<file path="config.mk">
export PLATFORM = sky130hd
export DESIGN_NAME = mac_accum
export DESIGN_NICKNAME = d
export VERILOG_FILES = /design/src/rtl/mac_accum.sv
export SDC_FILE = /design/constraint.sdc
export NUM_CORES = 1
export LEC_CHECK = 0
export BUFFER_PORTS_ARGS = -buffer_cell sky130_fd_sc_hd__buf_2
export CORE_MARGIN = 1.5
export CORE_UTILIZATION = 38
export CTS_CLUSTER_DIAMETER = 60
export DETAILED_ROUTE_END_ITERATION = 16
export MAX_ROUTING_LAYER = met4
export PLACE_DENSITY_LB_ADDON = 0.2
export SLEW_MARGIN = 20
export SYNTH_ARGS = -nofsm -noshare
export SYNTH_HDL_FRONTEND = slang
export SYNTH_SLANG_ARGS = --single-unit
</file>
<file path="constraint.sdc">
create_clock -name clk -period 3.2 [get_ports clk]
set_input_delay 0.64 -clock clk [delete_from_list [all_inputs] [get_ports clk]]
set_output_delay 0.64 -clock clk [all_outputs]
set_load 0.01 [all_outputs]
</file>
<file path="src/rtl/mac_accum.sv">
// mac_accum: sums a counted run of unsigned products, then holds the total until the consumer takes it.
module mac_accum #(
    parameter int CNT_W = 4
) (
    input  logic                clk,
    input  logic                rst_n,
    input  logic                clear,
    input  logic                start,
    input  logic [CNT_W-1:0]    n_terms,
    input  logic [14:0]         prod,
    input  logic                prod_valid,
    output logic                prod_ready,
    output logic [CNT_W+14:0]   acc_out,
    output logic                acc_valid,
    input  logic                acc_ready,
    output logic                busy
);
    localparam int ACC_W = 15 + CNT_W;
    typedef enum logic [1:0] {IDLE, ACCUM, DONE} state_t;
    state_t state, state_nx;
    logic [CNT_W-1:0] cnt, n_lat;
    logic beat, last;
    assign prod_ready = state == ACCUM;
    assign acc_valid  = state == DONE;
    assign busy       = state != IDLE;
    assign beat       = prod_ready & prod_valid;
    // n_lat of 0 wraps to all-ones here, giving the full 2^CNT_W run
    assign last       = cnt == n_lat - 1'b1;
    always_comb begin
        state_nx = state;
        state_nx = clear                       ? IDLE  :
                   (state == IDLE && start)    ? ACCUM :
                   (beat && last)              ? DONE  :
                   (state == DONE && acc_ready) ? IDLE  : state;
    end
    always_ff @(posedge clk or negedge rst_n) begin
        if (!rst_n) begin
            state   <= IDLE;
            acc_out <= '0;
            cnt     <= '0;
            n_lat   <= '0;
        end else begin
            state <= state_nx;
            if (clear) begin
                acc_out <= '0;
                cnt     <= '0;
            end else if (state == IDLE && start) begin
                acc_out <= '0;
                cnt     <= '0;
                n_lat   <= n_terms;
            end else if (beat) begin
                acc_out <= acc_out + ACC_W'(prod);
                cnt     <= cnt + 1'b1;
            end
        end
    end
endmodule

</file>
* Word level (Yosys, flattened, before mapping) *
Cells that the tools add are included.

storage, ports and cells
  memories = 0
  latch bits = 0
  output and inout bits = 22
  memory bits (writable) = 0
  bits in read-only memories = 0
  register bits after elaboration = 29
  logic and storage cells = 30
  bits of input ports = 25

cells by class
  divide/modulo/power cells = 0
  $mul = 0
  reductions and logical operators = 8
  equal/unequal tests = 3
  bitwise operators = 2
  $add $sub $neg = 3
  order comparisons = 0
  shifts and indexed selects = 0
  multiplexer cells = 10

operators by type and width
  operator             count
  $mux 19              3
  $add 19x15->19       1
  $mux 4               3
  $mux 2               4
  $add 4x1->4 const B  1
  $eq 4x4->1           1
  $reduce_bool 4->1    1
  $sub 4x1->4 const B  1
  $logic_and 1x1->1    3
  $reduce_bool 3->1    1
  $eq 2x1->1 const B   1
  $eq 2x2->1 const B   1
  $logic_not 2->1      1
  $reduce_and 2->1     1
  $reduce_bool 2->1    1
  $and 1x1->1          1
  $not 1->1            1

* Logic depth before layout (Yosys ltp) *
  word-level depth = 6
  mapped depth = 8
  depth with buffers taken out = 8

* Least setup slack after synthesis *
No wires, ideal clock.

  path kind = input-to-reg
  start point = input port prod[0]
  end point = register acc_out[14]
  stages = 8
  buffers on the path = 0
  setup time = 0.122 ns
  data arrival time = 2.450 ns
  setup slack = 0.629 ns
  data required time = 3.078 ns
  cells stage by stage = ha_1 > fa_1 > a211oi_2 > nor3b_2 > o211ai_4 > a21oi_2 > or3_1 > a32o_1

between the ends
  word-level cells in the longest chain between the ends = 4

ends and longest elaborated chain
  element               RTL line  text
  from (decl)           10        input logic [14:0] prod,
  $add 19x15->19        52        acc_out <= acc_out + ACC_W'(prod);
  $mux 19               51        end else if (beat) begin
  $mux 19               47        end else if (state == IDLE && start) begin
  $mux 19               44        if (clear) begin
  to (signal assigned)  52
  to (decl)             13        output logic [CNT_W+14:0] acc_out,

Every way passes these cells. The select of a mux whose other input is x is not followed.
A chain may end at the register's enable or synchronous reset.

* Worst setup path in the final report *
Same ends and word-level chain as after synthesis.

==> flow_metrics.tcl <==
set metrics [dict create \
    outcome "completed" \
    synth_xor_area_frac 0.0682 \
    clkLatencyLatePin_ps 280 \
    wire_per_inst_um 13.2 \
    synth.most_common_cell "dfrtp_1" \
    rsz0062_at_grt "no" \
    place_congestion 0.859 \
    cts_sinks 29 \
    grt_pass1_wl_mm 8.00 \
    fmax_mhz 402 \
    antenna_found_initial 0 \
    core-area_sq_mm 0.00517 \
    muxShareOfSynthArea 0.0158 \
    synth.top_cell.area_share 0.353 \
    fin_skew_ps 6.07 \
    ir_drop_uv 191 \
    clkTransAtPathRegs_ps 70 \
    final_nets 321 \
    critical_path_required_ps 3370 \
    dr.pass1.iters 4 \
    syn-mean-instance-area_sq_um 9.02 \
    grtUsageTotal 0.175 \
    synthesis.area_sq_mm 0.00206 \
    port_buffers 46 \
    routed_wl_mm 4.61 \
    h-tree-depth 2 \
    syn_inst 228 \
    drive_above_1_share 0.244 \
    synth_top_cell_by_area "dfrtp_1" \
    synthAdderAreaFrac 0.113 \
    hold_viol 0 \
    ys_types 47 \
    tns_ps 0 \
    n_antenna_cell 0 \
    grt_overflow_total 0 \
    hp-class "input port to asynchronous set/reset pin" \
    yosys_register_bits 29 \
    fp-row-count 26 \
    drc 0 \
    synth-edff-count 0 \
    synth_top_family_by_area "compound AO/OA/AOI/OAI gates" \
    dieWidth_um 76.6 \
    timing.rr.start "acc_out[0]" \
    post_cts_buffers 0 \
    ctsHoldBuffers 0 \
    ctsResizeCount 0 \
    synth-simple-area-share 0.182 \
    hpwl_mm 3.41 \
    critical_path.max_fanout 5 \
    synth-async-reset-ratio 1.00 \
    yosysSeqAreaShare 0.353 \
    dr_total_vias 1835 \
    placed_cell_area_sq_mm 0.00236 \
    clock_path_buffers 2 \
    viasPerCell 5.26 \
    worstSetupStartpoint "prod[0]" \
    worstSetupEndpointType "flip-flop" \
    max_slew_margin 0.538 \
    pin_count 47 \
    synthesis.nets 271 \
    synth_common_cells "29 x dfrtp_1, 24 x nand2_1, 23 x nor2_1" \
    cts_root_buf "clkbuf_8" \
    cp.arrival_ps 2660 \
    ys.flop_type "dfrtp_1" \
    drt_iter0_drc 97 \
    syn2layout_area_growth_pct 19.2 \
    grt_start_max_net_pins 30 \
    design_area_sq_mm 0.00245 \
    fillers 526 \
    yosysWarnings 0 \
    cap_violations 0 \
    period_needed_ps 2490 \
    crit_path_start_kind "input port" \
    cts_tree "built" \
    postRouteAntennaNets 0 \
    finalCritPeriodShare 0.778 \
    initial_core_util 0.397 \
    die_h_um 76.6 \
    slew_viol_final 0 \
    synth_compound_area_frac 0.245 \
    cts_made_buffers 5 \
    synth.area.top_cells "dfrtp_1 35%, ha_1 10%, a21oi_1 5.4%, nand2_1 4.4%, xnor2_1 4.3%" \
    setup_violations 0 \
    worst_slew_pin_slew_ps 692 \
    design.die.area_sq_mm 0.00586 \
    p_leak_uw 0.00119 \
    grt_pass1_vias 1780 \
    worstSetupPathType "input port to flip-flop" \
    powerDensity_mw_per_mm2 387 \
]
==> cell usage in the layout (no fill, tap or decap), types with 2 or more instances in the layout <==
master and n:
o21ai_0 16, a21o_1 3, ha_1 17, mux2_2 2, a22o_1 5, or2_2 2
a32o_1 3, nand3_1 3, clkbuf_8 5, nor3_1 5, nor2b_1 2, nor2_1 23
dfrtp_1 29, a21oi_1 22, a211oi_1 4, nand2_1 24, xnor2_1 10, inv_1 8
a31oi_1 2, xor2_1 6, o2111ai_1 2, o21bai_1 3, or3_1 3, nand4_1 4
o21a_1 3, clkinv_2 2, and2_1 3, buf_2 46
==> worst max-delay path, stage by stage <==
cell,delay [ps]
buf_2,100
ha_1,210
fa_1,440
a211oi_2,290
nor3b_2,100
o211ai_4,230
a21oi_2,90
or3_1,310
a32o_1,240
==> final timing paths <==
kind | endpoint | slack, ps | cells past startpoint
worst max-delay path | acc_out[14] | 710 | 9
worst min-delay path | acc_out[8] | 400 | 1
worst max register to register | acc_out[14] | 770 | 8
worst min register to register | acc_out[14] | 520 | 1
max in group asynchronous | acc_out[11] | 2340 | 1
min in group clk | acc_out[14] | 520 | 1
==> power by group <==
part           switching (uW)  total [uW]  internal, uW
clock                     151         301           150
sequential               21.3         411           389
combinational             133         236           103
total                     305         947           642
==> logic make-up (layout without fill, tap and decap cells) <==
group | Yosys count | in the layout
mux | 3 | 3
flops | 29 | 29
buf+inv | 12 | 63
compound gates | 73 | 73
xor+xnor | 16 | 16
simple gates | 77 | 77
fa+ha+maj | 18 | 18
==> registers in the layout, summed over array words and instances (netlist names) <==
name     flops
n_lat        4
cnt          4
acc_out     19
state        2
==> per-stage QoR <==
step           utilization  hold slack [ps]  cells  total power (uW)  setup WS (ps)
6_report             0.474              397    349               947            712
2_1_floorplan            -              344    228               582            629
5_1_grt              0.474              451    349              1020            609
3_5_place_dp         0.457              517    341               654            391
4_1_cts              0.474              425    349               965            699
3_3_place_gp         0.457              504    341               651            415
==> final cells by class <==
class | count | area [sq um] | area share
clock buffers | 5 | 68.8 | 0.0281
well taps | 70 | 87.6 | 0.0358
flip-flops and latches | 29 | 726 | 0.296
inverters | 8 | 30.0 | 0.0123
repair buffers | 47 | 238 | 0.0970
clock inverters | 3 | 17.5 | 0.00715
multi-input cells | 187 | 1280 | 0.523
==> metal layers <==
layer | GRT usage | vias up | routed length, um
met5 | - | - | 0
met4 | 0.0500 | 0 | 27
met3 | 0.0407 | 2 | 168
met2 | 0.277 | 36 | 2120
met1 | 0.223 | 862 | 2290
li1 | - | 935 | -
Note: power is estimated with default switching activity, not from simulation.
